[config.mk]
export PLATFORM = sky130hd
export DESIGN_NAME = rd_recovery_ctrl
export DESIGN_NICKNAME = d
export VERILOG_FILES = /design/src/rtl/axi_monitor_pkg.sv /design/src/rtl/rd_outstanding_cnt.sv /design/src/rtl/rd_recovery_ctrl.sv
export SDC_FILE = /design/constraint.sdc
export NUM_CORES = 1
export LEC_CHECK = 0
export ABC_AREA = 1
export CAP_MARGIN = 5
export CORE_UTILIZATION = 52
export DETAILED_ROUTE_END_ITERATION = 12
export PLACE_DENSITY_LB_ADDON = 0.25
export SETUP_SLACK_MARGIN = 0.3
export SYNTH_ARGS = -nofsm -noshare
export SYNTH_HDL_FRONTEND = slang
export SYNTH_SLANG_ARGS = --single-unit
[constraint.sdc]
create_clock -name clk_i -period 1.7 [get_ports clk_i]
set_input_delay 0.51 -clock clk_i [delete_from_list [all_inputs] [get_ports clk_i]]
set_output_delay 0.51 -clock clk_i [all_outputs]
set_load 0.1 [all_outputs]
[src/rtl/axi_monitor_pkg.sv]
// Shared types for the AXI read-recovery monitor: FSM state encoding and counter widths.
// Latency: n/a (declarations only).
// Backpressure: n/a.
package axi_monitor_pkg;

  localparam int StateW  = 3;
  localparam int EvtCntW = 16;

  // Encoding is fixed so software and state_o consumers see the same values in every build.
  typedef enum logic [StateW-1:0] {
    ST_IDLE    = 3'd0,
    ST_ISOLATE = 3'd1,
    ST_DRAIN   = 3'd2,
    ST_FLUSH   = 3'd3,
    ST_HOLD    = 3'd4
  } rec_state_e;

  // Increment that sticks at all-ones instead of wrapping.
  function automatic logic [EvtCntW-1:0] evt_sat_inc(input logic [EvtCntW-1:0] v);
    return (v == '1) ? v : v + EvtCntW'(1);
  endfunction

endpackage

[src/rtl/rd_outstanding_cnt.sv]
// Saturating up/down counter of outstanding read transactions (clamps at 0 and MaxCnt).
// Latency: count reflects inc/dec/clr one cycle after the sampling edge.
// Backpressure: none; a simultaneous inc and dec cancel out.
module rd_outstanding_cnt #(
  parameter int MaxCnt = 8,
  parameter int CntW   = $clog2(MaxCnt + 1)
) (
  input  logic            clk_i,
  input  logic            rst_i,
  input  logic            clr_i,
  input  logic            inc_i,
  input  logic            dec_i,
  output logic [CntW-1:0] cnt_o
);

  localparam logic [CntW-1:0] CntMax = CntW'(MaxCnt);

  // Clear has priority; otherwise move one step unless already at the relevant limit.
  always_ff @(posedge clk_i) begin
    if (rst_i || clr_i) begin
      cnt_o <= '0;
    end else if (inc_i && !dec_i && (cnt_o != CntMax)) begin
      cnt_o <= cnt_o + CntW'(1);
    end else if (dec_i && !inc_i && (cnt_o != '0)) begin
      cnt_o <= cnt_o - CntW'(1);
    end
  end

endmodule

[src/rtl/rd_recovery_ctrl.sv]
// Read-channel recovery sequencer: isolate AR, drain outstanding R, flush, hold; optional DRAIN via RD_RECOVERY_DRAIN_EN.
// Latency: request seen in IDLE -> ISOLATE next cycle; status outputs registered, ar_block_o/r_force_ready_o decoded from state.
// Backpressure: a stalled AR at recovery entry stays unmasked until it handshakes; DRAIN sinks R beats by forcing ready.
module rd_recovery_ctrl
  import axi_monitor_pkg::*;
#(
  parameter int MaxRdTxns   = 8,
  parameter int DrainCycles = 256,
  parameter int HoldCycles  = 4
) (
  input  logic               clk_i,
  input  logic               rst_i,
  input  logic               reset_req_i,
  input  logic               ar_valid_i,
  input  logic               ar_ready_i,
  input  logic               r_valid_i,
  input  logic               r_ready_i,
  input  logic               r_last_i,
  output logic               ar_block_o,
  output logic               r_force_ready_o,
  output logic               txn_rst_o,
  output logic               irq_o,
  output logic               busy_o,
  output logic               drain_to_o,
  output logic [EvtCntW-1:0] evt_cnt_o,
  output logic [StateW-1:0]  state_o
);

  localparam int OcW    = $clog2(MaxRdTxns + 1);
  // One timer serves both DRAIN and HOLD, so it is sized for the longer dwell.
  localparam int TmrMax = (DrainCycles > HoldCycles) ? DrainCycles : HoldCycles;
  localparam int TmrW   = $clog2(TmrMax + 1);
  localparam logic [TmrW-1:0] HoldLast = TmrW'(HoldCycles - 1);

  rec_state_e      state;
  rec_state_e      state_nxt;
  logic [TmrW-1:0] tmr;
  logic            ar_pend;
  logic [OcW-1:0]  oc;
  logic            ar_hs;
  logic            r_hs;
  logic            cnt_en;
  logic            start;

  // AR stays open while an AR that was stalled at entry is still waiting for its handshake.
  assign ar_block_o = (state != ST_IDLE) && !ar_pend;
  assign state_o    = state;
  assign ar_hs      = ar_valid_i && ar_ready_i;
  assign r_hs       = r_valid_i && (r_ready_i || r_force_ready_o) && r_last_i;
  assign start      = (state == ST_IDLE) && reset_req_i;
  // Traffic seen after the flush belongs to nobody we track, so it is not counted.
  assign cnt_en     = (state == ST_IDLE) || (state == ST_ISOLATE) || (state == ST_DRAIN);

  rd_outstanding_cnt #(
    .MaxCnt (MaxRdTxns),
    .CntW   (OcW)
  ) u_oc (
    .clk_i  (clk_i),
    .rst_i  (rst_i),
    .clr_i  (state == ST_FLUSH),
    .inc_i  (cnt_en && ar_hs),
    .dec_i  (cnt_en && r_hs),
    .cnt_o  (oc)
  );

`ifdef RD_RECOVERY_DRAIN_EN
  localparam logic [TmrW-1:0] DrainLast = TmrW'(DrainCycles - 1);
  logic drain_to_q;

  assign r_force_ready_o = (state == ST_DRAIN);
  assign drain_to_o      = drain_to_q;

  // Sticky flag: DRAIN gave up on its dwell limit with reads still outstanding.
  always_ff @(posedge clk_i) begin
    if (rst_i) begin
      drain_to_q <= 1'b0;
    end else if ((state == ST_DRAIN) && (oc != '0) && (tmr == DrainLast)) begin
      drain_to_q <= 1'b1;
    end
  end
`else
  logic unused_oc;

  assign r_force_ready_o = 1'b0;
  assign drain_to_o      = 1'b0;
  assign unused_oc       = ^oc;
`endif

  // Next-state decode; ISOLATE waits for any stalled AR to complete before moving on.
  always_comb begin
    state_nxt = state;
    case (state)
      ST_IDLE:    if (reset_req_i) state_nxt = ST_ISOLATE;
`ifdef RD_RECOVERY_DRAIN_EN
      ST_ISOLATE: if (!ar_pend) state_nxt = ST_DRAIN;
      ST_DRAIN:   if ((oc == '0) || (tmr == DrainLast)) state_nxt = ST_FLUSH;
`else
      ST_ISOLATE: if (!ar_pend) state_nxt = ST_FLUSH;
`endif
      ST_FLUSH:   state_nxt = ST_HOLD;
      ST_HOLD:    if (tmr == HoldLast) state_nxt = ST_IDLE;
      default:    state_nxt = ST_IDLE;
    endcase
  end

  // State register and dwell timer; the timer restarts from 0 on every state change.
  always_ff @(posedge clk_i) begin
    if (rst_i) begin
      state <= ST_IDLE;
      tmr   <= '0;
    end else begin
      state <= state_nxt;
      if (state_nxt != state) begin
        tmr <= '0;
      end else if ((state == ST_DRAIN) || (state == ST_HOLD)) begin
        tmr <= tmr + TmrW'(1);
      end
    end
  end

  // Remember an AR that was mid-handshake when recovery began; clear once it completes.
  always_ff @(posedge clk_i) begin
    if (rst_i) begin
      ar_pend <= 1'b0;
    end else if (start) begin
      ar_pend <= ar_valid_i && !ar_ready_i;
    end else if (ar_hs) begin
      ar_pend <= 1'b0;
    end
  end

  // Registered status: flush strobe tracks FLUSH exactly, irq and event count mark each start.
  always_ff @(posedge clk_i) begin
    if (rst_i) begin
      txn_rst_o <= 1'b0;
      irq_o     <= 1'b0;
      busy_o    <= 1'b0;
      evt_cnt_o <= '0;
    end else begin
      txn_rst_o <= (state_nxt == ST_FLUSH);
      irq_o     <= start;
      busy_o    <= (state_nxt != ST_IDLE);
      if (start) begin
        evt_cnt_o <= evt_sat_inc(evt_cnt_o);
      end
    end
  end

endmodule

==> flow_summary.ini, run 1 <==
[outcome]
status = aborted with a tool error
lastStage = global routing (5_1_grt)
first-error = [ERROR DPL-0038] Utilization greater than 100%, impossible to legalize

[die]
initial_core_util = 0.565
num_rows = 20
die_w_microns = 60.3
die_height_microns = 60.3
io_pins = 33

[cts]
cts_buffers = 5
holdBufCountCts = 0
cts_num_sinks = 32
clock_path_buffers = 2
h-tree-depth = 2
cts_root_buffer = clkbuf_4

[place]
place_congestion = 0.853
io_buffers = 27
dp_hpwl_microns = 3110
place_worst_setup_slack_ns = -0.0923

[logic_synthesis]
yosys_warnings = 0
ys_seq_area_frac = 0.363
synthTopCellsByArea = dfxtp_1, nand2_1, nor2_1, inv_1, a21oi_1
ys_seq_elements = 32
netlist_area_sq_um = 1770
syn_area_per_cell_sq_um = 6.50
synth_area_leader_cell = dfxtp_1
synth_top_area_frac = 0.363
synth_cells = 272
yosysUniqueCellTypes = 29

[sta]
worst_endpoint = ar_block_o
endpoint_type = top-level output

[global_routing]
grt_max_degree = 18
==> cells by family after synthesis <==
| group | count (synthesis) | share of synthesized area |
|---|---|---|
| adder cells (fa/ha/maj) | 2 | 0.0142 |
| other | 1 | 0.00212 |
| flip-flops | 32 | 0.363 |
| AO/OA/AOI/OAI | 27 | 0.0829 |
| XOR/XNOR | 12 | 0.0595 |
| buffers and inverters | 37 | 0.0921 |
| AND/OR/NAND/NOR | 161 | 0.387 |
==> per-stage QoR <==
step	cell area, sq um	instances	hold WS [ns]	TNS [ns]	utilization
floorplan	1880	273	0.478	-0.0332	-
CTS	2820	377	0.525	0	0.900
detailed placement	2440	343	0.508	-1.01	0.782
global placement	2440	343	0.489	-0.356	0.782
==> what timing repair did <==
item / 4_1_cts
resized for setup: 31
buffers inserted: 24
setup endpoints to repair: 45
gates cloned: 2
pin swaps: 12
==> cell usage after synthesis <==
cell type  number
nor2_4          3
buf_6           1
clkinv_1        1
a21oi_2         1
clkbuf_1        1
a21oi_1        17
nand3_1        15
o21ai_0         6
nand2_2         1
nand4_1         6
nand2_1        87
inv_1          29
nor3_1          4
o211ai_1        1
xor2_1          8
ha_1            2
nor3b_1         1
buf_4           3
o31ai_1         1
nor2_1         41
inv_6           1
and3_1          1
buf_1           1
dfxtp_1        32
nor2_2          1
nand3_2         1
conb_1          1
o21bai_1        1
xnor2_1         4
==> run 2: changes to the inputs <==
--- a/config.mk
+++ b/config.mk
@@ -7,10 +7,9 @@
 export LEC_CHECK = 0
 export ABC_AREA = 1
 export CAP_MARGIN = 5
-export CORE_UTILIZATION = 52
+export CORE_UTILIZATION = 40
 export DETAILED_ROUTE_END_ITERATION = 12
-export PLACE_DENSITY_LB_ADDON = 0.25
-export SETUP_SLACK_MARGIN = 0.3
+export PLACE_DENSITY_LB_ADDON = 0.15
 export SYNTH_ARGS = -nofsm -noshare
 export SYNTH_HDL_FRONTEND = slang
 export SYNTH_SLANG_ARGS = --single-unit
==> run 2 against run 1 <==
The run now ends clean; synthesized area unchanged; synthesized cell count unchanged.
==> flow_summary.ini, run 2 <==
[pwr]
power_uw = 2120
power.density_nw_per_um2 = 837
p_leak_uw = 0.000983
ir_drop_uv = 762

[sta]
whs_ns = 0.508
finalHoldViolCount = 0
grt_setup_unrepaired = no
setup_viol = 0
clock.fmax_mhz = 616
fin_skew_ns = 0.00542
fin_crit_ns = 1.62
period_share = 0.954
slew_viol_final = 0

[place]
place_congestion = 0.836
dp_hpwl_microns = 2950
io_buffers = 27

[cts]
holdBufCountCts = 0
insertion_delay_ns = 0.29
cts_root_buffer = clkbuf_8
h-tree-depth = 2
cts_buffers = 5
cts_num_sinks = 32
cts_tree = done
clk_pin_slew_ns = 0.07
clock_path_buffers = 2

[global_routing]
grt_util_all_layers = 0.193
grt_pass1_vias = 1483
antenna_found_initial = 0
grt_max_degree = 18
gr-total-overflow = 0
grt_pass1_wl_microns = 6570

[die]
num_rows = 23
io_pins = 33
die_w_microns = 68.5
coreArea_sq_um = 4120
die_height_microns = 68.5
initial_core_util = 0.429
dieArea_sq_um = 4690

[logic_synthesis]
syn_area_per_cell_sq_um = 6.50
ys_seq_area_frac = 0.363
async_flop_share = 0
ys_seq_elements = 32
synth_top_area_frac = 0.363
synth_edf_count = 0
synth_area_leader_cell = dfxtp_1
yosysUniqueCellTypes = 29
synth_cells = 272
netlist_area_sq_um = 1770
synthFlopType = dfxtp_1
yosys_warnings = 0
synthMostInstantiatedCell = nand2_1
synthTopCellsByArea = dfxtp_1, nand2_1, nor2_1, inv_1, a21oi_1
synthTopCellsByCount = nand2_1, nor2_1, dfxtp_1

[layout]
area_growth_pct = 43.2
top_register = evt_cnt_o
post-route-util = 0.615
largest_reg_flops = 16
layout_commonest_cell = nand2_1
mostFrequentLayoutCells = nand2_1, nor2_1, inv_1
diodes = 0
layout.nets = 319
final_layout_size_suffix_gt1_frac = 0.223

[worst_setup_path]
endpoint_kind = output port
critPathSlowestCell = dfxtp_4
path_cells = nor2_4, a21oi_4, buf_12
crit_type = flop to output port
cp_max_fo = 7
arrival_ns = 1.11
setup.worst_path.start_class = flop
required_ns = 1.19
worst_path_largest_cell_delay_ns = 0.40

[route]
drtIter0Drc = 76
avgRoutedWirePerCell_microns = 10.9
drc = 0
wl_microns = 3910
antenna_left = 0
vias = 1749
avgViaCountPerCell = 4.86
drt_first_pass_iters = 4

[outcome]
status = completed

[run]
drv_cap = 0

[worst_hold_path]
hold_class = flop to flop
## run 2: critical path, delay by kind of cell, from the launching register on
kind	cells	cell delay (ns)
AO/OA/AOI/OAI	1	0.17
buffers and inverters	1	0.19
flip-flops	1	0.40
AND/OR/NAND/NOR	1	0.06
## run 2: final cells by class
| class | count | area (sq um) |
|---|---|---|
| clock buffer | 6 | 82.6 |
| clock inverter | 2 | 10.0 |
| fill | 383 | 1590 |
| inverter | 31 | 124 |
| multi-input combinational | 204 | 996 |
| sequential | 32 | 682 |
| tap | 50 | 62.6 |
| timing repair buffer | 35 | 573 |
## run 2: final timing paths
path / start / slack, ns / end / depth (start not counted)
max: state_o[2] / 0.08 / ar_block_o / 3
max reg2reg: evt_cnt_o[0] / 0.14 / evt_cnt_o[3] / 10
min reg2reg: ar_pend / 0.51 / ar_pend / 2
min: ar_pend / 0.51 / ar_pend / 2
## run 2: repair_timing
| action | 4_1_cts | 5_1_grt |
|---|---|---|
| setup endpoints to repair | 0 | 10 |
| setup buffers | 0 | 2 |
| gates resized for setup | 0 | 1 |
## run 2: logic make-up (layout without fill, tap and decap cells)
group / count (synthesis) / after routing / synth area share
simple gates: 161 / 161 / 0.387
buf+inv: 37 / 74 / 0.0921
flops: 32 / 32 / 0.363
compound gates: 27 / 27 / 0.0829
xor+xnor: 12 / 12 / 0.0595
fa+ha+maj: 2 / 2 / 0.0142
other cells: 1 / 2 / 0.00212
## run 2: report_power, final
group	internal, uW	switching (uW)	total [uW]
logic	237	442	679
registers	784	47.5	831
clock network	323	284	607
total	1340	773	2120
## run 2: routing by layer
layer / vias up / global-route usage / part of all wire
met5: - / 0 / 0
met4: 0 / 0.0938 / 0.014
met3: 4 / 0.0500 / 0.046
met2: 34 / 0.292 / 0.45
met1: 787 / 0.253 / 0.49
li1: 924 / - / -
## run 2: per-stage QoR
| stage | instance area, sq um | std cells | setup slack [ns] | TNS [ns] |
|---|---|---|---|---|
| final | 2530 | 360 | 0.0775 | 0 |
| after floorplan | 1840 | 273 | -0.0332 | -0.0332 |
| after detailed placement | 2420 | 350 | -0.108 | -1.39 |
| after global routing | 2530 | 360 | 0.0190 | 0 |
| after global placement | 2420 | 350 | -0.0869 | -0.928 |
| after CTS | 2510 | 358 | 0.0661 | 0 |
No activity file was read; power rests on OpenSTA's default activity.
